===== config.mk =====
export PLATFORM = sky130hd
export DESIGN_NAME = alu_exec_unit
export DESIGN_NICKNAME = d
export VERILOG_FILES = /design/src/rtl/alu_exec_unit.sv
export SDC_FILE = /design/constraint.sdc
export NUM_CORES = 1
export LEC_CHECK = 0
export ABC_AREA = 1
export CAP_MARGIN = 10
export CELL_PAD_IN_SITES_DETAIL_PLACEMENT = 0
export CELL_PAD_IN_SITES_GLOBAL_PLACEMENT = 1
export CORE_MARGIN = 2
export CORE_UTILIZATION = 40
export DETAILED_ROUTE_END_ITERATION = 8
export PLACE_DENSITY = 0.86
export SLEW_MARGIN = 40
export SYNTH_ARGS = -nofsm -noshare
export SYNTH_HDL_FRONTEND = slang
export SYNTH_SLANG_ARGS = --single-unit

===== constraint.sdc =====
create_clock -name clk -period 6.5 [get_ports clk]
set_clock_uncertainty 0.1 [all_clocks]
set_input_delay 0.975 -clock clk [delete_from_list [all_inputs] [get_ports clk]]
set_output_delay 0.975 -clock clk [all_outputs]
set_load 0.02 [all_outputs]

===== src/rtl/alu_exec_unit.sv =====
// alu_exec_unit: ALU control decode, ALU and PC adders with one registered output stage
module alu_exec_unit #(
  parameter int DATA_WIDTH = 64
) (
  input  logic                  clk,
  input  logic                  reset,
  input  logic                  in_valid,
  input  logic [1:0]            alu_op,
  input  logic [9:0]            opcode_field,
  input  logic [DATA_WIDTH-1:0] operand_a,
  input  logic [DATA_WIDTH-1:0] operand_b,
  input  logic [DATA_WIDTH-1:0] pc,
  input  logic [DATA_WIDTH-1:0] branch_offset,
  output logic                  out_valid,
  output logic [3:0]            alu_ctrl,
  output logic [DATA_WIDTH-1:0] alu_result,
  output logic                  zero,
  output logic [DATA_WIDTH-1:0] pc_plus4,
  output logic [DATA_WIDTH-1:0] branch_target
);
  logic [3:0]            r_ctrl, ctrl;
  logic [DATA_WIDTH-1:0] res;
  always_comb begin
    r_ctrl = opcode_field == 10'b1100101100 ? 4'b0110 :
             opcode_field == 10'b1000101000 ? 4'b0000 :
             opcode_field == 10'b1010101000 ? 4'b0001 : 4'b0010;
    ctrl   = alu_op == 2'b01 ? 4'b0111 : alu_op == 2'b10 ? r_ctrl : 4'b0010;
    res    = ctrl == 4'b0000 ? operand_a & operand_b :
             ctrl == 4'b0001 ? operand_a | operand_b :
             ctrl == 4'b0010 ? operand_a + operand_b :
             ctrl == 4'b0110 ? operand_a - operand_b :
             ctrl == 4'b0111 ? operand_b :
             ctrl == 4'b1100 ? ~(operand_a | operand_b) : '0;
  end
  always_ff @(posedge clk) begin
    if (reset) begin
      out_valid     <= 1'b0;
      alu_ctrl      <= '0;
      alu_result    <= '0;
      zero          <= 1'b0;
      pc_plus4      <= '0;
      branch_target <= '0;
    end else begin
      out_valid <= in_valid;
      if (in_valid) begin
        alu_ctrl      <= ctrl;
        alu_result    <= res;
        zero          <= res == '0;
        pc_plus4      <= pc + DATA_WIDTH'(4);
        branch_target <= pc + branch_offset;
      end
    end
  end
endmodule


; ---- Yosys cells after proc, flatten, opt, wreduce, memory -nomap -nowiden
; Index checks and enable logic that the tools add are counted.
[word_totals]
inputBits = 271
ff_bits = 198
output_inout_bits = 198
wordCells = 36
[classes]
add_sub_neg = 4
n_bitwise = 3
n_eq_ne = 10
n_mux = 11
reduce_logical = 2
[ops]
columns = op, count
row1 = two-way mux 64 bit, 6
row2 = adder 64 bit, 2
row3 = "adder 64 x 3 -> 64 bit, second input constant", 1
row4 = AND 64 bit, 1
row5 = zero test 64 bit, 1
row6 = NOT 64 bit, 1
row7 = OR 64 bit, 1
row8 = subtractor 64 bit, 1
row9 = "equality test 10 bit, second input constant", 3
row10 = two-way mux 3 bit, 3
row11 = "equality test 3 bit, second input constant", 2
row12 = "equality test 3 x 4 -> 1 bit, second input constant", 1
row13 = zero test 4 bit, 1
row14 = two-way mux 2 bit, 2
row15 = "equality test 3 x 1 -> 1 bit, second input constant", 1
row16 = "equality test 3 x 2 -> 1 bit, second input constant", 1
row17 = "equality test 2 x 1 -> 1 bit, second input constant", 1
row18 = "equality test 2 bit, second input constant", 1

; ---- Longest topological paths before layout
; Gate-level depths: netlist (run 1).
[depth]
depth_word = 14
ltp_mapped = 26

; ---- Worst setup path before layout (run 1)
; Ideal clock, no wire load.
[synth_timing]
path_type = input to register
start = in operand_a[0]
end = reg zero
slack_ns = 3.148
n_path_buf = 0
stages = 23
arrival_time_ns = 3.182
t_required_ns = 6.329
cell_sequence = ha_1 -> fa_1 -> nand3_1 -> nand3_2 -> nand2_1 -> nand2_1 -> nand2_1 -> nand2_1 -> nand2_1 -> nand2_1 -> nand2_1 -> nand2_1 -> nand2_1 -> nand2_1 -> nand2_1 -> nand3_1 -> nor2_2 -> nand3_1 -> nor2_1 -> nand2_1 -> nor2_1 -> nand4_1 -> a21oi_1
[synth_via]
elab_chain_len = 9
elab_cells_between_ends = 12
[synth_lines]
columns = element, line
row1 = "start, declared", 10  ; input logic [DATA_WIDTH-1:0] operand_a,
row2 = branches (longest 7 deep; another with subtractor 64 bit), --
row3 = two-way mux 64 bit (*), 28  ; res = ctrl == 4'b0000 ? operand_a & operand_b :
row4 = zero test 64 bit (*), 48  ; zero <= res == '0;
row5 = "end signal, assigned", 40  ; zero <= 1'b0;
row6 = "end signal, assigned", 48
row7 = "end, declared", 17  ; output logic zero,
; Mark *: on every way between the ends.
; A chain may end at the register's enable or synchronous reset.

; ---- Worst setup path after layout (run 1)
[layout_timing]
start = in operand_b[0]
end = reg zero
[layout_via]
elab_chain_len = 9
elab_cells_between_ends = 12
[layout_lines]
columns = element, line
row1 = "start, declared", 11  ; input logic [DATA_WIDTH-1:0] operand_b,
row2 = branches (longest 7 deep; another with subtractor 64 bit), --
row3 = two-way mux 64 bit (*), 28
row4 = zero test 64 bit (*), 48
; Marks and branches as above.

==> results of run 1 <==
report_power, final:
part	internal, mW	leakage, nW	switching [mW]
combinational	0.921	16.8	1.82
clock	0.563	0.293	0.604
sequential	1.31	1.64	0.0631
total	2.80	18.7	2.48
cell usage after synthesis, drive strengths merged, types with 22 or more instances:
cell / count / area (µm²)
nand2: 1480 / 5563
nor2: 731 / 2824
o21ai: 259 / 1308
buf: 68 / 387.9
ha: 255 / 3191
o211ai: 40 / 300.3
inv: 1127 / 4230
o21bai: 22 / 165.2
a31oi: 26 / 162.7
a21oi: 261 / 1329
nand4: 79 / 500.5
xor2: 83 / 727.0
nand3: 337 / 1742
xnor2: 28 / 245.2
clkbuf: 78 / 292.8
dfxtp: 197 / 3944
nor3: 79 / 494.2
or2: 29 / 181.4
final timing paths:
kind	end	slack (ns)	cells after the start
max	zero	1.28	20
min	alu_result[60]	0.38	2
max reg2reg	alu_result[35]	5.32	2
min reg2reg	alu_result[60]	0.38	2
critical path: stages:
cell and delay [ns]:
clkdlybuf4s50_1 0.46, ha_1 0.35, fa_1 0.64, nand3_1 0.19, nand3_2 0.23, nand2_1 0.16
nand2_1 0.20, nand2_1 0.16, nand3_2 0.16, nand2_1 0.12, nand3_1 0.07, nand3_1 0.09
nand3_1 0.07, nor3_1 0.73, nand2_1 0.11, nor2_1 0.31, nand2_1 0.10, nor2_1 0.14
nand4_1 0.11, a21oi_1 0.15
area by class of cell:
class | count | area [µm²]
Fill cell | 7926 | 35760
Multi-Input combinational cell | 3811 | 19540
Timing Repair Buffer | 493 | 4888
Inverter | 1128 | 4238
Sequential cell | 197 | 3944
Tap cell | 940 | 1176
Clock buffer | 19 | 442.9
Clock inverter | 13 | 156.4
through the flow:
stage,cell area (µm²),utilization
finish,34390,0.4902
global route,34390,0.4902
CTS,34380,0.4900
detailed placement,33780,0.4815
global placement,33770,0.4815
floorplan,28380,-
cell families (layout without fill, tap and decap cells):
family / count (synthesis) / in the layout / share of synthesized area
xor+xnor: 111 / 111 / 0.03426
compound gates: 665 / 665 / 0.1299
fa+ha+maj: 258 / 258 / 0.1145
simple gates: 2776 / 2776 / 0.4090
buf+inv: 1274 / 1653 / 0.1732
flops: 197 / 197 / 0.1390
other cells: 1 / 1 / 0.0001321
cell usage in the layout, fill, tap and decap left out, types with 4 or more instances in the layout:
master / count
nand3_2: 11
nand3_1: 326
nor3_1: 62
nand3b_1: 5
nand4_1: 78
inv_8: 6
nor2_4: 5
ha_1: 255
xnor2_1: 28
and2_1: 10
o221ai_1: 4
o22ai_1: 20
o21ai_1: 9
inv_1: 1116
o21a_1: 8
o21bai_1: 22
and3_1: 5
a21oi_2: 6
nor2_1: 704
or2_2: 28
o21ai_0: 247
nand2_1: 1477
nor4_1: 15
a21boi_1: 4
buf_4: 25
a21o_1: 7
inv_2: 10
dfxtp_1: 197
nor2_2: 22
clkdlybuf4s50_1: 465
a31oi_1: 26
nor3_2: 14
clkbuf_16: 17
o211ai_1: 40
a21oi_1: 255
xor2_1: 83
sequential cells by signal, indices dropped and copies added (netlist names):
| register | cells |
|---|---|
| alu_ctrl | 3 |
| alu_result | 64 |
| branch_target | 64 |
| out_valid | 1 |
| pc_plus4 | 64 |
| zero | 1 |
per-layer routing:
metal	wire length, µm	part of all wire	GRT usage
met5	0	0	0
met1	61940	0.43	0.5014
met4	7497	0.052	0.1768
met2	62060	0.43	0.5979
met3	11560	0.081	0.05219
==> summary.md, run 1 <==
| Metric | Value |
|---|---|
| Required arrival time at the worst endpoint | slightly below 7 ns |
| Worst setup slack after placement | 0.7044 ns |
| Share of flip-flops with an asynchronous set or reset after synthesis | 0 |
| Final Total Pwr | 5.279 mW |
| Launch instance of the worst min-delay path | alu_result[60] |
| R2R Path Start | alu_result[35] |
| Crit path arrival time | 5.53 ns |
| Placed cell count | 6569 |
| Total clock buffers created by CTS | 17 |
| Yosys Warn Count | 0 |
| Category of the worst setup path launch point | input pin |
| Number of antenna repair diodes | 0 |
| Clock tree from TritonCTS | done |
| Maximum fanout encountered on the critical timing path | 6 |
| Hold crit path type | reg2reg |
| Flip-flop and latch count after synthesis | 197 |
| Final cell count without fillers | 6601 |
| Initial antenna violation count | 2 |
| Setup repair after global routing missed its margin | false |
| CTS Root Buffer Type | clkbuf_16 |
| Via count of the first global-routing pass | 31903 |
| Power per cell area | ~150 nW/µm² |
| Syn Area/Cell | 5.373 µm² |
| Top_reg_cell synth | dfxtp_1 |
| GRT Util Overall | 0.3763 |
| Post-cts repair resize count | 0 |
| Fmax | between 150 and 200 MHz |
| Pins over their slew limit | 0 |
| Sequential fraction of the synthesis area | 0.1390 |
| Worst Max-Slew Pin Slew | 0.9567 ns |
| Leakage power | 18.70 nW |
| Number of top-level pins | around 470 |
| Number of routed nets with antenna violations | 0 |
| Later-pin clock latency in the skew report | 0.47 ns |
| Clock-pin slew on the worst setup and hold paths | 0.09 ns |
| EDFF count, synth | 0 |
| Number of buffer cells added on primary ports | 467 |
| Vias per inst | 5.247 |
| Final critical delay including setup and external delays | ~5.2 ns |
| Die outline height | approximately 270 µm |
| Max-cap check violation count | 0 |
| Buffers from clock root to sink, at most | 2 |
| Number of sinks on the clock net | roughly 200 |
| Status | complete, no violations |
| Worst ir drop on vdd | 0.0001452 V |
| Proportion of layout cells with a drive suffix above 1 | 0.03074 |
| Die extent in x | 270.4 µm |
| Initial drt markers | 3741 |
| Area growth from synthesis to final layout | 21.18% |
| Final net count | approximately 6000 |
| Syn Nets | 5811 |
| Overflow after GRT | 0 |
| Setup violators final | 0 |
| WL final | between 100 and 150 mm |
| Starting density of the core | 0.4046 |
| Critical path launch point | operand_b[0] |
| Postcts setup bufs | 0 |
| Period utilisation layout | 0.8029 |
| Largest net degree at the start of global routing | 81 |
| Count of TritonRoute iterations in the first routing pass | 6 |
| Core ar. | 70150 µm² |
| Accumulated negative setup slack | 0 ns |
| Worst hold slack | 0.3800 ns |
| Area of the die | 73100 µm² |
| Final hold viol count | 0 |
| Kind of end point of the critical path | flop |
| Post-DP HPWL | 120.2 mm |
| Cell area after technology mapping | 28380 µm² |
| Total via count in the routed design | 34638 |
| Average routed wire per standard cell | 21.67 µm |
| Maximum level of the CTS H-tree | 4 |
| Distinct cell type count of the synthesized netlist | 59 |
| Post-cts hold buffer count | 0 |
| Critical path start-end classification | in2reg |
| Post-detailed-route DRC marker count | 0 |
| Row count | 97 |
| Slew Limit Headroom | 0.3573 |
| Gpl congestion | 1.074 |
| First-pass GRT wire length | 206.0 mm |
| Count of mapped cells out of synthesis | ~5300 |
| Setup slack after layout | 1.281 ns |
(Power assumes the default switching activity.)
==> run 2: changes to the inputs <==
Settings changed: CORE_UTILIZATION 40 to 34, PLACE_DENSITY 0.86 to 0.77.
Clock period 6.5 ns to 4.6 ns, I/O delays scaled along.
==> run 2 against run 1 <==
Compared with the run above: flip-flop and latch count stayed put; setup slack worse by 1.1 ns; core utilization shrank 5.0 points; wire length grew 5.9%; worst hold slack improved by 0.0052 ns; highest routed layer is now met5.
==> summary.md, run 2 (same netlist as run 1, synthesis figures left out) <==
| Metric | Value |
|---|---|
| Pins over their slew limit | 0 (unchanged) |
| Largest net degree at the start of global routing | 154 (was 81) |
| Total via count in the routed design | 35058 (was 34638) |
| Largest stage delay, worst path | 0.51 ns (was 0.73 ns) |
| Vias per inst | 5.043 (was 5.247) |
| Die outline height | 292.9 µm (was 270.4 µm) |
| Max-cap check violation count | 0 (unchanged) |
| Depth of the critical timing path with buffers and inverters included | 20 (unchanged) |
| Maximum level of the CTS H-tree | 4 (unchanged) |
| Initial antenna violation count | 2 (unchanged) |
| Number of inserted filler cells in the final layout | 9289 (was 7926) |
| Most common cell after layout, fill and taps aside | nand2_1 (unchanged) |
| Slew Limit Headroom | 0.4340 (was 0.3573) |
| Setup violators final | 0 (unchanged) |
| R2R cell count | 4 (was 2) |
| Final critical delay including setup and external delays | 4.395 ns |
| Sequential cell area | 3944 µm² (unchanged) |
| Area of the die | 85800 µm² (was 73100 µm²) |
| Number of routed nets with antenna violations | 0 (unchanged) |
| CP dominant cell by count | nand2_1 (unchanged) |
| Leakage power | 19.79 nW (was 18.70 nW) |
| Portion of total power attributed to sequential cells | 0.249 (was 0.260) |
| Gpl congestion | 1.040 (was 1.074) |
| Fmax | 227.5 MHz |
| Required arrival time at the worst endpoint | 4.93 ns (was 6.81 ns) |
| Number of top-level pins | 469 (unchanged) |
| Overflow after GRT | 0 (unchanged) |
| Post-DP HPWL | 129.6 mm (was 120.2 mm) |
| Post-route standard cell area excluding fillers | 36230 µm² (was 34390 µm²) |
| Buffers from clock root to sink, at most | 2 (unchanged) |
| Die extent in x | 292.9 µm (was 270.4 µm) |
| Worst Max-Slew Pin Slew | 0.8412 ns (was 0.9567 ns) |
| Critical path start-end classification | in2reg (unchanged) |
| Initial drt markers | 3194 (was 3741) |
| Post-detailed-route DRC marker count | 0 (unchanged) |
| Fin util | 0.4399 (was 0.4902) |
| GRT Util Overall | 0.3423 (was 0.3763) |
| Clock share of power | 0.212 (was 0.221) |
| Final net count | 6397 (was 6177) |
| Post-Place Cell Area | 35630 µm² (was 33780 µm²) |
| Clock-pin slew on the worst setup and hold paths | 0.08 ns (was 0.09 ns) |
| Sw power | 3.619 mW (was 2.483 mW) |
| Count of TritonRoute iterations in the first routing pass | 6 (unchanged) |
| Setup repair after global routing missed its margin | false (unchanged) |
| Worst hold path stage count | 2 (unchanged) |
| Biggest regs | alu_result: 64 flops, branch_target: 64 flops, pc_plus4: 64 flops (unchanged) |
| Later-pin clock latency in the skew report | 0.50 ns (was 0.47 ns) |
| Total clock buffers created by CTS | 17 (unchanged) |
| Placed cell count | 6919 (was 6569) |
| Worst setup slack after placement | -0.4588 ns (was 0.7044 ns) |
| Setup slack after layout | 0.2048 ns (was 1.281 ns) |
| Core ar. | 82370 µm² (was 70150 µm²) |
| Area growth from synthesis to final layout | 27.68% (was 21.18%) |
| Final Total Pwr | 7.752 mW (was 5.279 mW) |
| Status | complete, no violations (unchanged) |
| P_int | 4.133 mW (was 2.796 mW) |
| WL final | 151.5 mm (was 143.1 mm) |
| Average routed wire per standard cell | 21.80 µm (was 21.67 µm) |
| Worst ir drop on vdd | 0.0003186 V (was 0.0001452 V) |
| Post-cts hold buffer count | 0 (unchanged) |
| Via count of the first global-routing pass | 32654 (was 31903) |
| Most frequent cells in the layout | nand2_1, inv_1, nor2_1 (unchanged) |
| Critical-path cell list | clkdlybuf4s50_1 > inv_1 > ha_1 > nand2_1 > nor2_1 > nand2_1 > nor2_1 > nand2_1 > nand3_2 > nand2_1 > nand3_1 > nand3_1 > nor3_2 > nand2_1 > nor2_1 > nand2_1 > nor3_4 > buf_4 > nand4_1 > a21oi_1 (was clkdlybuf4s50_1 > ha_1 > fa_1 > nand3_1 > nand3_2 > nand2_1 > nand2_1 > nand2_1 > nand3_2 > nand2_1 > nand3_1 > nand3_1 > nand3_1 > nor3_1 > nand2_1 > nor2_1 > nand2_1 > nor2_1 > nand4_1 > a21oi_1) |
| Final hold viol count | 0 (unchanged) |
| Starting density of the core | 0.3445 (was 0.4046) |
| Number of sinks on the clock net | 197 (unchanged) |
| Crit path arrival time | 4.73 ns (was 5.53 ns) |
| Clock tree from TritonCTS | done (unchanged) |
| Period utilisation layout | 0.9555 |
| Hold crit path type | reg2reg (unchanged) |
| Number of buffer cells added on primary ports | 467 (unchanged) |
| Kind of end point of the critical path | flop (unchanged) |
| Cell family contributing the most delay on the critical path | simple AND/OR/NAND/NOR gates (unchanged) |
| First-pass GRT wire length | 216.8 mm (was 206.0 mm) |
| Share of total power in combinational logic | 0.539 (was 0.518) |
| Power per cell area | 213.9 nW/µm² (was 153.5 nW/µm²) |
| Category of the worst setup path launch point | input pin (unchanged) |
| Proportion of layout cells with a drive suffix above 1 | 0.06700 (was 0.03074) |
| Maximum fanout encountered on the critical timing path | 8 (was 6) |
| Row count | 105 (was 97) |
| CTS Root Buffer Type | clkbuf_16 (unchanged) |
| Combined buffer and inverter count along the critical path | 3 (was 1) |
| Switching part of the total | 0.4668 (was 0.4703) |
| Slowest cell on the critical path | clkdlybuf4s50_1 (was nor3_1) |
| Final cell count without fillers | 6952 (was 6601) |
| Multi-input logic area | 19550 µm² (was 19540 µm²) |
run 2: cell count changes in the layout (fill, tap and decap cells not counted), sizes merged:
cell	change
buf	+220
clkbuf	-2
clkinv	+2
clkinvlp	+2
inv	-2
diode	+1
run 2: worst paths after layout:
check,from,end,slack (ns)
min reg2reg,alu_result[33],alu_result[33],0.39
max reg2reg,branch_target[51],branch_target[51],3.69
min,alu_result[33],alu_result[33],0.39
max,operand_b[23],zero,0.20
run 2: through the flow:
stage	hold WS [ns]	TNS [ns]
after detailed placement	0.3619	-0.4588
after floorplan	0.4442	0
after CTS	0.3860	0
final	0.3852	0
after global placement	0.3628	-0.5209
after global routing	0.4145	0
run 2: worst reg2reg max path, stage by stage (launching register included):
cell,delay [ns]
dfxtp_1,0.45
nor2_1,0.07
nor2_1,0.10
o21ai_0,0.08
inv_1,0.06
run 2: per-layer routing:
layer,share of wire,GRT usage
met5,0.000092,0
met4,0.037,0.1194
met3,0.073,0.04607
met2,0.45,0.5550
met1,0.44,0.4635
run 2: power groups by stage:
stage / sequential (mW) / combinational [mW] / clock (mW)
3_3_place_gp: 1.97 / 4.10 / 0
4_1_cts: 1.93 / 4.11 / 1.68
3_5_place_dp: 1.97 / 4.10 / 0
5_1_grt: 1.95 / 4.50 / 1.73
6_report: 1.93 / 4.17 / 1.64
2_1_floorplan: 2.14 / 2.01 / 0
run 2: area by class of cell:
type,instances,area share
timing repair buffer,713,0.1815
clock buffer,17,0.01174
sequential,197,0.1088
clock inverter,15,0.004593
antenna,1,0.00006906
inverter,1128,0.1169
tap,1070,0.03695
multi-input combinational,3811,0.5394
run 2: timing repair:
item                                    4_1_cts  5_1_grt
endpoints found under the setup margin        0        1
gates resized for setup                       0        2
buffers inserted                              0        0
